**config.mk**
```make
export PLATFORM = sky130hd
export DESIGN_NAME = seg7_scan_decoder
export DESIGN_NICKNAME = d
export VERILOG_FILES = /design/src/rtl/seg7_scan_decoder.sv
export SDC_FILE = /design/constraint.sdc
export NUM_CORES = 1
export LEC_CHECK = 0
export CORE_UTILIZATION = 45
export DETAILED_ROUTE_END_ITERATION = 6
export HOLD_SLACK_MARGIN = 0.05
export PLACE_DENSITY = 0.65
export RECOVER_POWER = 50
export SETUP_SLACK_MARGIN = 0.1
export SLEW_MARGIN = 10
export SYNTH_ARGS = -nofsm -noshare
export SYNTH_HDL_FRONTEND = slang
export SYNTH_SLANG_ARGS = --single-unit
```
**constraint.sdc**
```tcl
create_clock -name clk -period 2.3 [get_ports clk]
set_input_delay 0.46 -clock clk [delete_from_list [all_inputs] [get_ports clk]]
set_output_delay 0.46 -clock clk [all_outputs]
set_load 0.05 [all_outputs]
```
**src/rtl/seg7_scan_decoder.sv**
```systemverilog
// seg7_scan_decoder: receive side of a scanned 7-segment display bus.
// The segment lines and one-hot digit strobes are synchronized and filtered.
// Each stable pattern is decoded back to BCD and captured per digit position.
// Every completed frame is offered on a valid/ready output.
//
// Output handshake: frame_valid rises when a frame loads. While it is high,
// frame_data and frame_err hold steady. The frame is taken in any cycle in
// which frame_valid and frame_ready are both high. frame_valid then falls on
// the next edge, unless a new frame loads on that same edge. frame_ready is
// ignored while frame_valid is low. If a frame completes while the output is
// still occupied, that frame is dropped and overrun pulses for one cycle.
module seg7_scan_decoder #(
  parameter int N_DIG      = 4,
  parameter int STABLE_CYC = 4
) (
  input  logic                 clk,
  input  logic                 rst_n,
  input  logic [6:0]           seg_in,
  input  logic [N_DIG-1:0]     dig_sel,
  output logic [4*N_DIG-1:0]   frame_data,
  output logic [N_DIG-1:0]     frame_err,
  output logic                 frame_valid,
  input  logic                 frame_ready,
  output logic                 overrun
);

  localparam int SW = N_DIG + 7;
  localparam int CW = $clog2(STABLE_CYC + 1);
  localparam int IW = (N_DIG > 1) ? $clog2(N_DIG) : 1;

  typedef enum logic [1:0] {
    ST_IDLE     = 2'd0,
    ST_SETTLE   = 2'd1,
    ST_CAPTURED = 2'd2
  } state_t;

  // Capture FSM state; kept as a named register so checkers can bind to it
  state_t                r_state;

  logic [SW-1:0]         r_sync1;
  logic [SW-1:0]         r_sync2;
  logic [SW-1:0]         r_prev;
  logic [CW-1:0]         r_cnt;
  logic [4*N_DIG-1:0]    r_shadow_data;
  logic [N_DIG-1:0]      r_shadow_err;
  logic [N_DIG-1:0]      r_seen;
  logic [4*N_DIG-1:0]    r_frame_data;
  logic [N_DIG-1:0]      r_frame_err;
  logic                  r_frame_valid;
  logic                  r_overrun;

  logic [N_DIG-1:0]      w_dig;
  logic [6:0]            w_seg;
  logic                  w_changed;
  logic                  w_onehot;
  logic [IW-1:0]         w_idx;
  logic [4:0]            w_dec;
  logic                  w_capture;
  logic                  w_seen_full;
  logic                  w_out_free;

  // Map a segment pattern {a..g} back to {err, bcd}.
  // A blank pattern decodes to F. Anything unknown decodes to E with err set.
  function automatic logic [4:0] decode(input logic [6:0] p);
    logic [4:0] r;
    case (p)
      7'h7E:   r = {1'b0, 4'h0};
      7'h30:   r = {1'b0, 4'h1};
      7'h6D:   r = {1'b0, 4'h2};
      7'h79:   r = {1'b0, 4'h3};
      7'h33:   r = {1'b0, 4'h4};
      7'h5B:   r = {1'b0, 4'h5};
      7'h5F:   r = {1'b0, 4'h6};
      7'h70:   r = {1'b0, 4'h7};
      7'h7F:   r = {1'b0, 4'h8};
      7'h7B:   r = {1'b0, 4'h9};
      7'h00:   r = {1'b0, 4'hF};
      default: r = {1'b1, 4'hE};
    endcase
    return r;
  endfunction

  assign w_dig       = r_sync2[SW-1:7];
  assign w_seg       = r_sync2[6:0];
  assign w_changed   = (r_sync2 != r_prev);
  assign w_onehot    = ($countones(w_dig) == 1);
  assign w_dec       = decode(w_seg);
  assign w_seen_full = &r_seen;
  assign w_out_free  = !r_frame_valid || frame_ready;
  assign w_capture   = (r_state == ST_SETTLE) && !w_changed &&
                       (r_cnt == CW'(STABLE_CYC - 1));

  // Index of the active strobe; only meaningful when the strobe is one-hot
  always_comb begin
    w_idx = '0;
    for (int i = 0; i < N_DIG; i++) begin
      if (w_dig[i]) w_idx = IW'(i);
    end
  end

  // Two-flop synchronizer for the whole bus, plus a copy of last cycle's sample
  always_ff @(posedge clk or negedge rst_n) begin
    if (!rst_n) begin
      r_sync1 <= '0;
      r_sync2 <= '0;
      r_prev  <= '0;
    end else begin
      r_sync1 <= {dig_sel, seg_in};
      r_sync2 <= r_sync1;
      r_prev  <= r_sync2;
    end
  end

  // Stability counter: restarts on any change of the sample, saturates at STABLE_CYC
  always_ff @(posedge clk or negedge rst_n) begin
    if (!rst_n) begin
      r_cnt <= '0;
    end else if (w_changed) begin
      r_cnt <= '0;
    end else if (r_cnt != CW'(STABLE_CYC)) begin
      r_cnt <= r_cnt + 1'b1;
    end
  end

  // Capture FSM: wait for a stable one-hot strobe, then latch the digit once per change
  always_ff @(posedge clk or negedge rst_n) begin
    if (!rst_n) begin
      r_state       <= ST_IDLE;
      r_shadow_data <= '0;
      r_shadow_err  <= '0;
      r_seen        <= '0;
    end else begin
      // A completed frame is handed off on this edge, so start collecting afresh
      if (w_seen_full) r_seen <= '0;
      case (r_state)
        ST_IDLE: begin
          if (w_onehot) r_state <= ST_SETTLE;
        end
        ST_SETTLE: begin
          if (w_capture) begin
            r_shadow_data[{w_idx, 2'b00} +: 4] <= w_dec[3:0];
            r_shadow_err[w_idx]                <= w_dec[4];
            r_seen[w_idx]                      <= 1'b1;
            r_state                            <= ST_CAPTURED;
          end else if (w_changed) begin
            r_state <= w_onehot ? ST_SETTLE : ST_IDLE;
          end
        end
        ST_CAPTURED: begin
          if (w_changed) r_state <= w_onehot ? ST_SETTLE : ST_IDLE;
        end
        default: r_state <= ST_IDLE;
      endcase
    end
  end

  // Output register: load a completed frame when free, otherwise flag the drop
  always_ff @(posedge clk or negedge rst_n) begin
    if (!rst_n) begin
      r_frame_data  <= '0;
      r_frame_err   <= '0;
      r_frame_valid <= 1'b0;
      r_overrun     <= 1'b0;
    end else begin
      r_overrun <= 1'b0;
      if (w_seen_full && w_out_free) begin
        r_frame_data  <= r_shadow_data;
        r_frame_err   <= r_shadow_err;
        r_frame_valid <= 1'b1;
      end else begin
        if (w_seen_full) r_overrun <= 1'b1;
        if (r_frame_valid && frame_ready) r_frame_valid <= 1'b0;
      end
    end
  end

  assign frame_data  = r_frame_data;
  assign frame_err   = r_frame_err;
  assign frame_valid = r_frame_valid;
  assign overrun     = r_overrun;

endmodule

```
=== After elaboration in Yosys (flattened, before gate mapping) ===
Index checks and enable logic that the tools add are counted.

* Equal/unequal tests: 17
* Order comparisons: 2
* Multiplexer cells: 22
* $add $sub $neg: 5
* Shift-type cells: 2
* Reductions and logical operators: 14
* Bitwise logic cells: 1

{| class="wikitable"
|+ Operator list
! operator !! count
|-
| $eq A7 B7 Y1 const B || 8
|-
| $pmux W5 S11 || 1
|-
| $bwmux W16 || 1
|-
| $shift A4 B6 Y16 const A || 1
|-
| $shiftx A4 B6 Y16 || 1
|-
| $eq A7 B6 Y1 const B || 2
|-
| $mux W4 || 3
|-
| $ne A11 B11 Y1 || 1
|-
| $mux W2 || 5
|-
| $logic_not A7 Y1 || 1
|-
| $mux W1 || 7
|-
| $mux W3 || 2
|-
| $neg A4 Y6 || 1
|-
| $pmux W2 S3 || 1
|-
| $logic_and A1 B1 Y1 || 5
|-
| $add A1 B1 Y2 || 2
|-
| $bwmux W4 || 1
|-
| $or A4 B4 Y4 || 1
|-
| $reduce_and A4 Y1 || 1
|-
| $reduce_bool A2 Y1 || 2
|-
| $add A2 B2 Y3 || 1
|-
| $add A3 B1 Y3 const B || 1
|-
| $eq A3 B1 Y1 const B || 1
|-
| $eq A3 B2 Y1 const B || 1
|-
| other kinds (11) || 12
|}

* Register bits after elaboration: 84
* Word-level logic and storage cells: 75

=== Logic depth before layout (Yosys ltp) ===
Gate-level depths: netlist (run 1).

* Depth in word-level cells: 10
* Depth in mapped cells: 8
* Gate-level depth less buffers: 8

=== Worst setup path after synthesis (run 1) ===
OpenSTA, ideal clock, no wires.

* Path type: reg-to-reg
* Start point: reg r_sync2[9]
* End point: reg r_shadow_err[0]
* Cell stages (with the launch flop): 7
* Required time: 2,175 ps
* Buffers on the path: 0
* Setup slack: 209 ps
* Data arrival time: 1,966 ps
* Clock period less this slack: 2,091 ps
* Library setup time: 125 ps
* Cell sequence: dfrtp_1 inv_1 a21oi_1 ha_1 nand2_1 nor4_1 mux2_2

* Longest elaborated chain between the ends: 7

{| class="wikitable"
|+ Ends and longest elaborated chain
! element !! RTL line !! RTL
|-
| start: declaration || 41 || <nowiki>logic [SW-1:0] r_sync2;</nowiki>
|-
| start signal: assignment || 109 || <nowiki>r_sync2 <= r_sync1;</nowiki>
|-
| $mux W2 (2 in a row) || 97 || <nowiki>if (w_dig[i]) w_idx = IW'(i);</nowiki>
|-
| $lt A2 B3 Y1 (implied by the code) / $ge A2 B1 Y1 (equally long branches) || 142 || <nowiki>r_shadow_err[w_idx] <= w_dec[4];</nowiki>
|-
| $logic_and A1 B1 Y1 (implied by the code) || 142 ||
|-
| $mux W1 (implied by the code) || 142 ||
|-
| $demux W1 S2 || 142 ||
|-
| $bwmux W4 || 142 ||
|-
| end signal: indexed assignment || 142 ||
|-
| end: declaration || 45 || <nowiki>logic [N_DIG-1:0] r_shadow_err;</nowiki>
|}

Several ways; a longest one is shown, not always the timed one.
A chain may end at the register's enable or synchronous reset.

=== Final worst setup path (run 1) ===
* Start point: reg r_sync2[0]
* End point: reg r_shadow_data[2]

* Longest elaborated chain between the ends: 5

{| class="wikitable"
|+ Ends and longest elaborated chain
! element !! RTL line !! RTL
|-
| parallel branches: the longest is 5 deep, another holds $shiftx A4 B6 Y16 || - ||
|-
| end signal: indexed assignment || 141 || <nowiki>r_shadow_data[{w_idx, 2'b00} +: 4] <= w_dec[3:0];</nowiki>
|-
| end: declaration || 44 || <nowiki>logic [4*N_DIG-1:0] r_shadow_data;</nowiki>
|}

Parallel ways; which one is timed is not known.

==> results of run 1 <==
-- critical path: stages, from the launching register on --
cell and delay, ns:
dfrtp_1 0.51, or4b_4 0.60, nor3b_4 0.27, nor2_1 0.09
nor3_2 0.32, o2bb2ai_1 0.12
-- flip-flops by register name (all words and copies together), names as in the netlist --
| register | flops |
|---|---|
| frame_data | 16 |
| r_sync2 | 11 |
| r_cnt | 3 |
| overrun | 1 |
| frame_valid | 1 |
| r_seen | 4 |
| frame_err | 4 |
| r_state | 2 |
| r_sync1 | 11 |
| r_shadow_data | 16 |
| r_prev | 11 |
| r_shadow_err | 4 |
-- through the flow --
stage	hold slack [ns]	area, sq um	setup slack (ns)	util (%)
2_1_floorplan	0.1644	3547	0.2089	-
3_3_place_gp	0.3321	4044	0.3114	52.60
3_5_place_dp	0.3347	4044	0.2284	52.60
4_1_cts	0.09090	4252	0.2223	55.31
5_1_grt	0.3486	4238	0.1023	55.13
6_report	0.2597	4238	0.2647	55.13
-- per-layer routing --
layer | vias up | share of wire [%] | wire length (um)
met5 | - | 0 | 0
met4 | 0 | 2.0 | 112
met3 | 12 | 3.3 | 188
met2 | 34 | 49 | 2781
met1 | 1022 | 46 | 2648
li1 | 1032 | - | -
-- cells by family (layout without fill, tap and decap cells) --
logic type | Yosys count | in the layout | synth area share, %
mux | 24 | 24 | 7.619
simple gates | 79 | 79 | 13.76
buf+inv | 27 | 77 | 3.809
flops | 84 | 84 | 59.26
xor+xnor | 13 | 13 | 4.162
fa+ha+maj | 14 | 14 | 5.079
compound gates | 30 | 30 | 6.314
-- where the power goes --
part	switching, mW	internal [mW]
logic	0.0950	0.0726
clock network	0.559	0.539
registers	0.0314	1.51
total	0.685	2.12
-- layout by cell type, fill, tap and decap left out, types with 7 or more instances in the layout --
cell             synthesis  final
buf_4                    0      7
clkbuf_8                 0     10
clkdlybuf4s50_1          0     23
dfrtp_1                 84     84
dlygate4sd3_1            0     11
ha_1                    12     12
inv_1                   17     17
mux2_2                  21     21
nand2_1                 27     27
nand3_1                  7      7
nor2_1                  12     12
o2bb2ai_1               12     12
xnor2_1                 10     10
-- worst max-delay path by stage --
stage                     startpoint               end  slack [ns]  cells after the start
final                     r_sync2[0]  r_shadow_data[2]        0.26                      5
after CTS                 r_sync2[9]   r_shadow_err[0]        0.22                      7
after detailed placement  r_sync2[9]   r_shadow_err[0]        0.23                      7
after global placement    r_sync2[0]  r_shadow_data[2]        0.31                      5
after floorplan           r_sync2[9]   r_shadow_err[0]        0.21                      6
after global routing      r_sync2[0]  r_shadow_data[2]        0.10                      5
-- area by class of cell --
type / instances / area [sq um]
sequential: 84 / 2102
tap: 102 / 127.6
clock inverter: 6 / 70.07
inverter: 17 / 63.81
clock buffer: 10 / 137.6
fill: 678 / 3450
multi-input combinational: 160 / 1314
timing repair buffer: 44 / 422.9
==> impl_metrics.sql, run 1 <==
INSERT INTO impl_metrics (metric_group, metric, value, unit) VALUES
('global_routing', 'grt_overflow', '0', ''),
('die', 'start_util', '46.14', '%'),
('synth', 'synth_area', '0.003547', 'sq mm'),
('global_routing', 'via_count_of_the_first_global_routing_pass', '2152', ''),
('critical_path', 'reg2reg_path_depth', '5', ''),
('routing', 'first_iter_violations', '111', ''),
('synth', 'synth.cells.most_frequent', '84 x dfrtp_1, 27 x nand2_1, 21 x mux2_2', ''),
('final_layout', 'final_layout_size_suffix_gt1_share', '19.94', '%'),
('synth', 'syn-instance-count', '271', ''),
('sta', 'fin_crit_sh', '88.49', '%'),
('global_routing', 'grt_antenna_before_repair', '0', ''),
('power', 'power.ir.vdd_worst', '0.3704', 'mV'),
('die', 'core_region_area', '0.007687', 'sq mm'),
('routing', 'drt.antenna.violating_nets', '0', ''),
('sta', 'report.final.hold_viol_count', '0', ''),
('synth', 'synth_area_leader', 'dfrtp_1', ''),
('power', 'p_total', '2.804', 'mW'),
('global_routing', 'wire_length_of_the_first_global_routing_pass', '10090', 'um'),
('global_routing', 'track_usage', '15.82', '%'),
('final_layout', 'syn_to_final_growth', '19.47', '%'),
('clock_network', 'clk_lat_worst_skew', '0.36', 'ns'),
('synth', 'netlist-cell-type-count', '47', ''),
('synth', 'ys_ff_latch', '84', ''),
('synth', 'synth_top_cells_by_area', 'dfrtp_1 59%, mux2_2 6.7%, ha_1 4.2%', ''),
('critical_path', 'worst_ep_arrival_time', '2.27', 'ns'),
('sta', 'finalClockSkew', '0.01255', 'ns'),
('global_routing', 'met1_usage', '20.58', '%'),
('clock_network', 'cts_tree', 'built', ''),
('synth', 'yosys_warnings', '0', ''),
('sta', 'rsz0062_at_grt', 'false', ''),
('global_routing', 'busiest_layer', 'met2', ''),
('die', 'die_h', '90.79', 'um'),
('placed_design', 'gp_congestion', '0.7649', ''),
('synth', 'synth_edf_count', '0', ''),
('placed_design', 'dp_hpwl', '4109', 'um'),
('clock_network', 'cts.sinks', '84', ''),
('sta', 'tightestPinTransition', '1.032', 'ns'),
('routing', 'detail_route.wl_per_cell', '13.55', 'um'),
('synth', 'yosysMostFrequentCell', 'dfrtp_1', ''),
('job', 'max-cap-violations', '0', ''),
('die', 'dieArea', '0.008242', 'sq mm'),
('critical_path', 'end_kind', 'flip-flop', ''),
('sta', 'final_report_max_slew_violation_count', '0', ''),
('clock_network', 'cts-resized-gates', '0', ''),
('critical_path', 'reg2reg_from', 'r_sync2[0]', ''),
('sta', 'setup_viol', '0', ''),
('critical_path', 'timing.critical_path.from_type', 'flip-flop', ''),
('final_layout', 'finish.net_count', '343', ''),
('outcome', 'result_of_the_run', 'finished, final reports clean', ''),
('clock_network', 'cts_buffers', '9', ''),
('placed_design', 'port_buffers', '35', ''),
('sta', 'slew_headroom', '31.22', '%'),
('critical_path', 'reg2reg_setup_slack', '0.26', 'ns'),
('routing', 'post-route-drc-count', '0', ''),
('clock_network', 'clk_root_buffer_cell', 'clkbuf_8', ''),
('routing', 'drt_first_pass_iters', '4', ''),
('routing', 'avgViaCountPerCell', '4.965', ''),
('critical_path', 'critPathRequiredTime', '2.53', 'ns'),
('clock_network', 'cts_post_setup_buffers_inserted', '0', ''),
('placed_design', 'dp_cells', '407', ''),
('synth', 'yosys_most_used_dff', 'dfrtp_1', ''),
('sta', 'layout_min_cycle_time', '2.035', 'ns'),
('die', 'rows', '32', ''),
('sta', 'fmax', '491.3', 'MHz'),
('clock_network', 'holdBufCountCts', '0', ''),
('routing', 'vias', '2100', ''),
('synth', 'synth.top_cell.area_share', '59.26', '%'),
('global_routing', 'maximum_number_of_pins_on_one_net_before_global_route_repair', '43', ''),
('power', 'pwr_density_cell', '661.7', 'mW/mm^2'),
('routing', 'wl', '5730', 'um'),
('synth', 'synth_async_sr_flop_share', '100.0', '%');
(Power assumes the default switching activity.)
==> run 2: changes to the inputs <==
CTS_BUF_LIST = sky130_fd_sc_hd__clkbuf_8   (was default)
==> results of run 2 <==
The final DEF is identical to that of run 1; final timing and power are the same.
